[src/rtl/gate_unit.sv]
// Registered N_IN-operand bitwise gate with a 2-entry {op, y} output FIFO and valid/ready on both sides.
// Optional macro GATE_UNIT_CNT_EN adds a 16-bit completed-pop counter on out_count.
module gate_unit #(
  parameter int WIDTH = 8,
  parameter int N_IN  = 2
) (
  input  logic                  clk,
  input  logic                  rst_n,
  input  logic                  in_valid,
  output logic                  in_ready,
  input  logic [2:0]            in_op,
  input  logic [N_IN*WIDTH-1:0] in_data,
  output logic                  out_valid,
  input  logic                  out_ready,
  output logic [WIDTH-1:0]      out_y,
  output logic [2:0]            out_op
`ifdef GATE_UNIT_CNT_EN
  ,
  output logic [15:0]           out_count
`endif
);

  localparam logic [2:0] OP_AND  = 3'd0;
  localparam logic [2:0] OP_OR   = 3'd1;
  localparam logic [2:0] OP_XOR  = 3'd2;
  localparam logic [2:0] OP_NAND = 3'd3;
  localparam logic [2:0] OP_NOR  = 3'd4;
  localparam logic [2:0] OP_XNOR = 3'd5;
  localparam logic [2:0] OP_NOT  = 3'd6;

  // Reductions seed from operand0 so N_IN=1 collapses to operand0 / ~operand0.
  function automatic logic [WIDTH-1:0] gate_reduce(input logic [2:0] op,
                                                   input logic [N_IN*WIDTH-1:0] d);
    logic [WIDTH-1:0] opd0;
    logic [WIDTH-1:0] and_r;
    logic [WIDTH-1:0] or_r;
    logic [WIDTH-1:0] xor_r;
    logic [WIDTH-1:0] res;
    opd0  = d[WIDTH-1:0];
    and_r = opd0;
    or_r  = opd0;
    xor_r = opd0;
    for (int i = 1; i < N_IN; i++) begin
      and_r = and_r & d[i*WIDTH +: WIDTH];
      or_r  = or_r  | d[i*WIDTH +: WIDTH];
      xor_r = xor_r ^ d[i*WIDTH +: WIDTH];
    end
    case (op)
      OP_AND:  res = and_r;
      OP_OR:   res = or_r;
      OP_XOR:  res = xor_r;
      OP_NAND: res = ~and_r;
      OP_NOR:  res = ~or_r;
      OP_XNOR: res = ~xor_r;
      OP_NOT:  res = ~opd0;
      default: res = opd0;
    endcase
    return res;
  endfunction

  logic [WIDTH-1:0] y_p0;
  logic             push;
  logic             pop;

  logic [WIDTH-1:0] y_mem  [2];
  logic [2:0]       op_mem [2];
  logic [1:0]       count;
  logic             wr_ptr;
  logic             rd_ptr;

  assign y_p0      = gate_reduce(in_op, in_data);
  assign in_ready  = (count != 2'd2);
  assign out_valid = (count != 2'd0);
  assign push      = in_valid && in_ready;
  assign pop       = out_valid && out_ready;
  assign out_y     = y_mem[rd_ptr];
  assign out_op    = op_mem[rd_ptr];

  // Stage p0 -> FIFO: result is captured at the accepting edge, never bypassed.
  always_ff @(posedge clk or negedge rst_n) begin
    if (!rst_n) begin
      count  <= 2'd0;
      wr_ptr <= 1'b0;
      rd_ptr <= 1'b0;
      for (int k = 0; k < 2; k++) begin
        y_mem[k]  <= '0;
        op_mem[k] <= '0;
      end
    end else begin
      if (push) begin
        y_mem[wr_ptr]  <= y_p0;
        op_mem[wr_ptr] <= in_op;
        wr_ptr         <= ~wr_ptr;
      end
      if (pop) begin
        rd_ptr <= ~rd_ptr;
      end
      case ({push, pop})
        2'b10:   count <= count + 2'd1;
        2'b01:   count <= count - 2'd1;
        default: count <= count;
      endcase
    end
  end

`ifdef GATE_UNIT_CNT_EN
  always_ff @(posedge clk or negedge rst_n) begin
    if (!rst_n) begin
      out_count <= 16'd0;
    end else if (pop) begin
      out_count <= out_count + 16'd1;
    end
  end
`endif

endmodule
[config.mk]
export PLATFORM = sky130hd
export DESIGN_NAME = gate_unit
export DESIGN_NICKNAME = d
export VERILOG_FILES = /design/src/rtl/gate_unit.sv
export SDC_FILE = /design/constraint.sdc
export NUM_CORES = 1
export LEC_CHECK = 0
export CAP_MARGIN = 10
export CORE_MARGIN = 4
export CORE_UTILIZATION = 45
export CTS_CLUSTER_DIAMETER = 40
export DETAILED_ROUTE_END_ITERATION = 8
export PLACE_DENSITY = 0.69
export SYNTH_ARGS = -nofsm -noshare
export SYNTH_HDL_FRONTEND = slang
export SYNTH_SLANG_ARGS = --single-unit
[constraint.sdc]
create_clock -name clk -period 1.6 [get_ports clk]
set_clock_uncertainty 0.1 [all_clocks]
set_input_delay 0.4 -clock clk [delete_from_list [all_inputs] [get_ports clk]]
set_output_delay 0.4 -clock clk [all_outputs]
set_load 0.05 [all_outputs]
# --- Word level (Yosys, flattened, before mapping) ---
# Cells that the tools add are included.
op_classes:
  addsub: 2
  magnitude_cmp: 3
  eq_ne: 9
  mux: 14
  bitwise_logic: 11
  n_reduce_logical: 6
op_table:
  columns: ["cell", "count"]
  rows:
  - ["one-hot mux 8 bit (7 select lines)", 1]
  - ["two-way mux 8 bit", 4]
  - ["inverter 8 bit", 4]
  - ["bitwise mux 16 bit", 1]
  - ["two-way mux 3 bit", 4]
  - ["== test 3 bit, second input constant", 3]
  - ["bitwise AND 8 bit", 1]
  - ["demux 8 bit (select 1 bit)", 1]
  - ["OR 8 bit", 1]
  - ["bitwise XOR 8 bit", 1]
  - ["bitwise mux 6 bit", 1]
  - ["== test 3 x 2 -> 1 bit, second input constant", 2]
  - [">= comparator 2 bit, second input constant", 2]
  - ["inverter 1 -> 2 bit", 2]
  - ["one-hot mux 2 bit (2 select lines)", 1]
  - ["nonzero test 2 bit", 2]
  - ["demux 3 bit (select 1 bit)", 1]
  - ["== test 3 x 1 -> 1 bit, second input constant", 1]
  - ["logical AND 1 bit", 3]
  - ["zero test 3 bit", 1]
  - ["adder 2 x 1 -> 2 bit, second input constant", 1]
  - ["== test 2 x 1 -> 1 bit, second input constant", 1]
  - ["== test 2 bit, second input constant", 1]
  - ["< comparator 2 x 1 -> 1 bit, second input constant", 1]
  - ["3 further kinds", 4]
totals:
  register_bits: 26
  input_bits: 23
  out_inout_bits: 13
  elab_cells: 52

# --- Logic depth before layout (Yosys ltp) ---
depth:
  word_depth: 6
  ltp_mapped: 6
  mapped_depth_nobuf: 6

# --- Least setup slack after synthesis ---
# OpenSTA, ideal clock, no wires.
synth_timing:
  path_type: "register -> register"
  from: "reg count[0]"
  to: "reg count[1]"
  setup_ns: 0.079
  arrival_ns: 1.627
  required_time_ns: 1.421
  setup_slack_ns: -0.206
  path_stages_with_launch: 6
  n_path_buf: 0
  period_less_slack_ns: 1.806
  cell_sequence: "dfrtp_1 or2_2 and2_1 ha_1 nor2_1 xor2_1"
synth_between:
  elab_chain_cells: 4
  elab_cells_between_ends: 10
  classes_between: "2 x add/sub; 3 x eq/ne; 1 x mux; 4 x reduce/logical"
synth_lines:
  columns: ["element", "line_no", "rtl"]
  rows:
  - ["start, declared", "67", "logic [1:0] count;"]
  - ["start signal, assigned", "99", "2'b10: count <= count + 2'd1;"]
  - ["start signal, assigned", "100", "2'b01: count <= count - 2'd1;"]
  - ["start signal, assigned", "101", "default: count <= count;"]
  - ["nonzero test 2 bit *", "73", "assign out_valid = (count != 2'd0);"]
  - ["via out_valid", "13", "output logic out_valid,"]
  - ["logical AND 1 bit *", "75", "assign pop = out_valid && out_ready;"]
  - ["via pop", "63", "logic pop;"]
  - ["== test 2 x 1 -> 1 bit / == test 2 bit (equally long branches)", "98", "case ({push, pop})"]
  - ["one-hot mux 2 bit (2 select lines) / nonzero test 2 bit (equally long branches)", null, null]
# Mark *: on every way through the listed nets, which the timed path passes. The rest lies on a longest branch.
# A chain may end at the register's enable or synchronous reset.

# --- Final worst setup path ---
layout_timing:
  from: "reg rd_ptr"
  to: "out out_y[7]"
layout_between:
  elab_chain_cells: 4
layout_lines:
  columns: ["element", "line_no", "rtl"]
  rows:
  - ["start, declared", "69", "logic rd_ptr;"]
  - ["start signal, assigned", "96", "rd_ptr <= ~rd_ptr;"]
  - ["inverter 1 -> 2 bit (not written as such)", "76", "assign out_y = y_mem[rd_ptr];"]
  - ["two-way mux 8 bit (not written as such) (3 in a row)", "76", null]
  - ["end, declared", "15", "output logic [WIDTH-1:0] out_y,"]
# No other way between the ends. The select of a mux whose other input is x is not followed.

==> impl_results.md <==
* Post-synthesis register bit count at 26
* Number of distinct library cells after synthesis at 50
* Share of flip-flops with an asynchronous set or reset at 100%
* Gp weighted congestion at 0.757
* Largest area contributor in the netlist: dfrtp_1
* Unrepaired setup endpoints after global routing: yes
* Violated checks: setup timing
* Final standard cell area without fillers at between 3000 and 4000 sq um
* Via density per instance at 5.50
* Starting density of the core at between 40% and 50%
* R2R setup slack at 0.05 ns
* Number of nets produced by synthesis at approximately 260
* Area delta synth->final at 51.0%
* Share of final-layout standard cells stronger than drive strength 1 at 50.9%
* # hold bufs at CTS at 0
* Critical Path Source Type: register
* Cell depth of the worst min-delay path at 2
* Die Height at 75.8 um
* Global routing usage on met1 at 23.4%
* Antenna diode count at 0
* TritonCTS clock tree: built
* Total Power at between 4 and 5 mW
* Internal cell power at between 2 and 3 mW
* Die outline area at ~5700 sq um
* Share of the synthesized area in the top cell type at 31.5%
* Worst reg-to-reg path cell count at 6
* Clock network power share at approximately 9.0%
* Rel. slew slack at 76.2%
* Number of sinks handled by clock tree synthesis at 26
* Layout Nets at approximately 320
* Final Cycle Share at 113%
* Crit path setup slack, layout at -0.206 ns
* Cell Pwr Density at 1480 nW/um^2
* First-pass GRT wire length at between 7000 and 8000 um
* Max cap viols at 0
* CTS clock-pin slew for the worst setup and hold paths at 0.08 ns
* Largest net degree at the start of global routing at 27
* Beginning of the worst register-to-register path: count[0]
* Antenna violations before repair at 0
* Iteration count of the initial detailed-routing pass at 4
* Met2 track demand over resource in global routing at 27.9%
* Average footprint of a synthesized cell at ~9 sq um
* WS Path Type: register to primary output
* Switching share of power at ~44%
* Post-placement cell area at 2640 sq um
* Antenna-violating nets left at 0
* Root buf cell: clkbuf_8
* Largest driver fanout on the critical path at 12
* Sequential fraction of the synthesis area at around a third
* Top Ports at 36
* Routed wire length per instance at ~15 um
* Setup TNS at -2.18 ns
* Peak VDD IR at roughly 0.83 mV
* DR iter-0 viols at 121
* Launch point of the worst hold path: y_mem[6]
* Capture instance of the worst register-to-register path: count[1]
* Number of buffers created by CTS at 3
* H-tree levels at 1
* Met3 GRT Util at ~1.5%
* Post-synthesis instance total at ~220
* Largest cells by area after synthesis: dfrtp_1, ha_1, mux2_2, o31ai_1, nand2_1
* Data arrival time of the worst path at 1.31 ns
* Pins over their slew limit at 0
* Clock period minus worst slack at roughly 1.8 ns
* Endpoint, Worst Hold: y_mem[6]
* Number of global-route vias before repair at between 1500 and 2000
* Busiest layer in global routing: met2
* WL final at 4950 um
* Power dissipated by switching net loads at between 2 and 2.5 mW
* Final count of negative-setup-slack endpoints at 11
* Part of the total power dissipated in sequential elements at 24.8%
* Tot GR Track Use at 16.9%
* Row count at 24
* GR Overflow Total at 0
* Slew @ Worst Pin at 0.357 ns
* HP Class: register to register
* Estimated wirelength of the detail-placed design at 3210 um
* Final routed DRC violation total at 0
* Hold Violations, Final at 0
* Die width at 75.8 um
* Run status: finished, violations left
* Data required time of the worst path at 1.10 ns
* Port Buf Inserts at 35
* Clock tree buffer depth at 2
* Core Footprint at 4410 sq um
* Power share of the combinational group at 66.3%
* Number of enable flip-flop cells after synthesis at 0
* Synthesized cell area at 2070 sq um
* Insertion delay to the later sink of the worst-skew pair at 0.27 ns
* Kind of end point of the critical path: primary output
* Via count of the routed design at approximately 1800
* Leakage power of the design at around 1.4 nW
* Most used flip-flop cell after synthesis: dfrtp_1
* Maximum clock rate at 554 MHz
* Number of warnings printed during yosys synthesis at 0
[worst max path at each step]
stage | startpoint | endpoint | slack [ns] | cells past startpoint
after floorplan | count[0] | count[1] | -0.08 | 5
after global placement | in_data[5] | y_mem[5] | -0.54 | 7
after detailed placement | in_data[3] | y_mem[3] | -0.57 | 7
after CTS | rd_ptr | out_y[1] | -0.24 | 3
after global routing | rd_ptr | out_op[0] | -0.25 | 3
final | rd_ptr | out_y[7] | -0.21 | 3
[registers in the layout, indices dropped and copies added (netlist names)]
register,count
y_mem,16
op_mem,6
wr_ptr,1
rd_ptr,1
count,2
[cell usage in the layout (no fill, tap or decap), types with 4 or more instances in the layout]
| cell type | n |
|---|---|
| a2111oi_4 | 5 |
| a21oi_2 | 4 |
| o31ai_1 | 16 |
| a311oi_2 | 5 |
| ha_4 | 11 |
| buf_12 | 6 |
| mux2_2 | 9 |
| buf_6 | 15 |
| nor2b_1 | 7 |
| nand2_1 | 26 |
| dfrtp_1 | 26 |
| inv_1 | 5 |
| clkbuf_8 | 4 |
| clkbuf_2 | 10 |
| o21ai_1 | 6 |
| nor2_1 | 15 |
| buf_4 | 25 |
| inv_2 | 14 |
[final cells by class]
cell class | instances | area [sq um]
Inverter | 20 | 77.6
Multi-Input combinational cell | 163 | 1580
Tap cell | 52 | 65.1
Fill cell | 325 | 1290
Clock buffer | 4 | 55.1
Timing Repair Buffer | 70 | 693
Sequential cell | 26 | 651
[repair_timing]
item,in CTS,in global routing
setup endpoints to repair,30,27
setup buffers,2,1
pin swaps,35,28
cloned,2,0
endpoints found under the hold margin,0,0
resized for setup,87,45
[worst max-delay path, cell delays in order, from the launching register on]
cell	delay (ns)
dfrtp_1	0.38
buf_12	0.15
mux2_2	0.35
buf_6	0.16
[cell usage after synthesis, types with 2 or more instances]
library cell and n:
and3_1 2, o22ai_1 3, a2111oi_2 5, a21oi_1 5, mux2_2 11, mux2i_1 4, inv_1 19, a311oi_1 4
nor2_1 16, dfrtp_1 26, buf_6 5, nor2b_1 9, xnor2_1 2, xor2_1 2, buf_2 2, nor4b_1 4
nand3_1 2, nor2_2 2, o31ai_1 16, nand2_1 28, o32ai_1 2, clkbuf_1 4, o21ai_1 6, ha_1 17
o21ai_0 2
[power groups by stage]
stage / Combinational, mW / Sequential [mW] / Clock, mW
after CTS: 2.96 / 1.14 / 0.432
after global routing: 3.25 / 1.18 / 0.450
after detailed placement: 2.65 / 1.15 / 0
after global placement: 2.63 / 1.13 / 0
after floorplan: 1.81 / 1.12 / 0
final: 3.05 / 1.14 / 0.413
[through the flow]
stage,hold slack [ns],utilization [%],worst slack (ns),cells
3_3_place_gp,0.356,59.9,-0.545,326
2_1_floorplan,0.00441,-,-0.0801,223
6_report,0.378,70.7,-0.206,335
5_1_grt,0.403,70.7,-0.248,335
4_1_cts,0.383,67.9,-0.235,334
3_5_place_dp,0.362,59.9,-0.574,326
[routing by layer]
metal  share of wire (%)  vias up
met4                 1.3        0
li1                    -      921
met1                  46      870
met2                  48       46
met3                 4.5        7
met5                   0        -
[cell families after synthesis]
kind of cell | after synthesis | share of synthesized area (%)
buffers and inverters | 34 | 9.08
xor gates and xnor gates | 4 | 1.70
muxes | 15 | 7.93
adders and majority gates | 17 | 10.3
and+or+nand+nor | 74 | 18.0
AOI/OAI and AO/OA | 53 | 21.5
DFF | 26 | 31.5
Power figures use the tool's default switching activity.
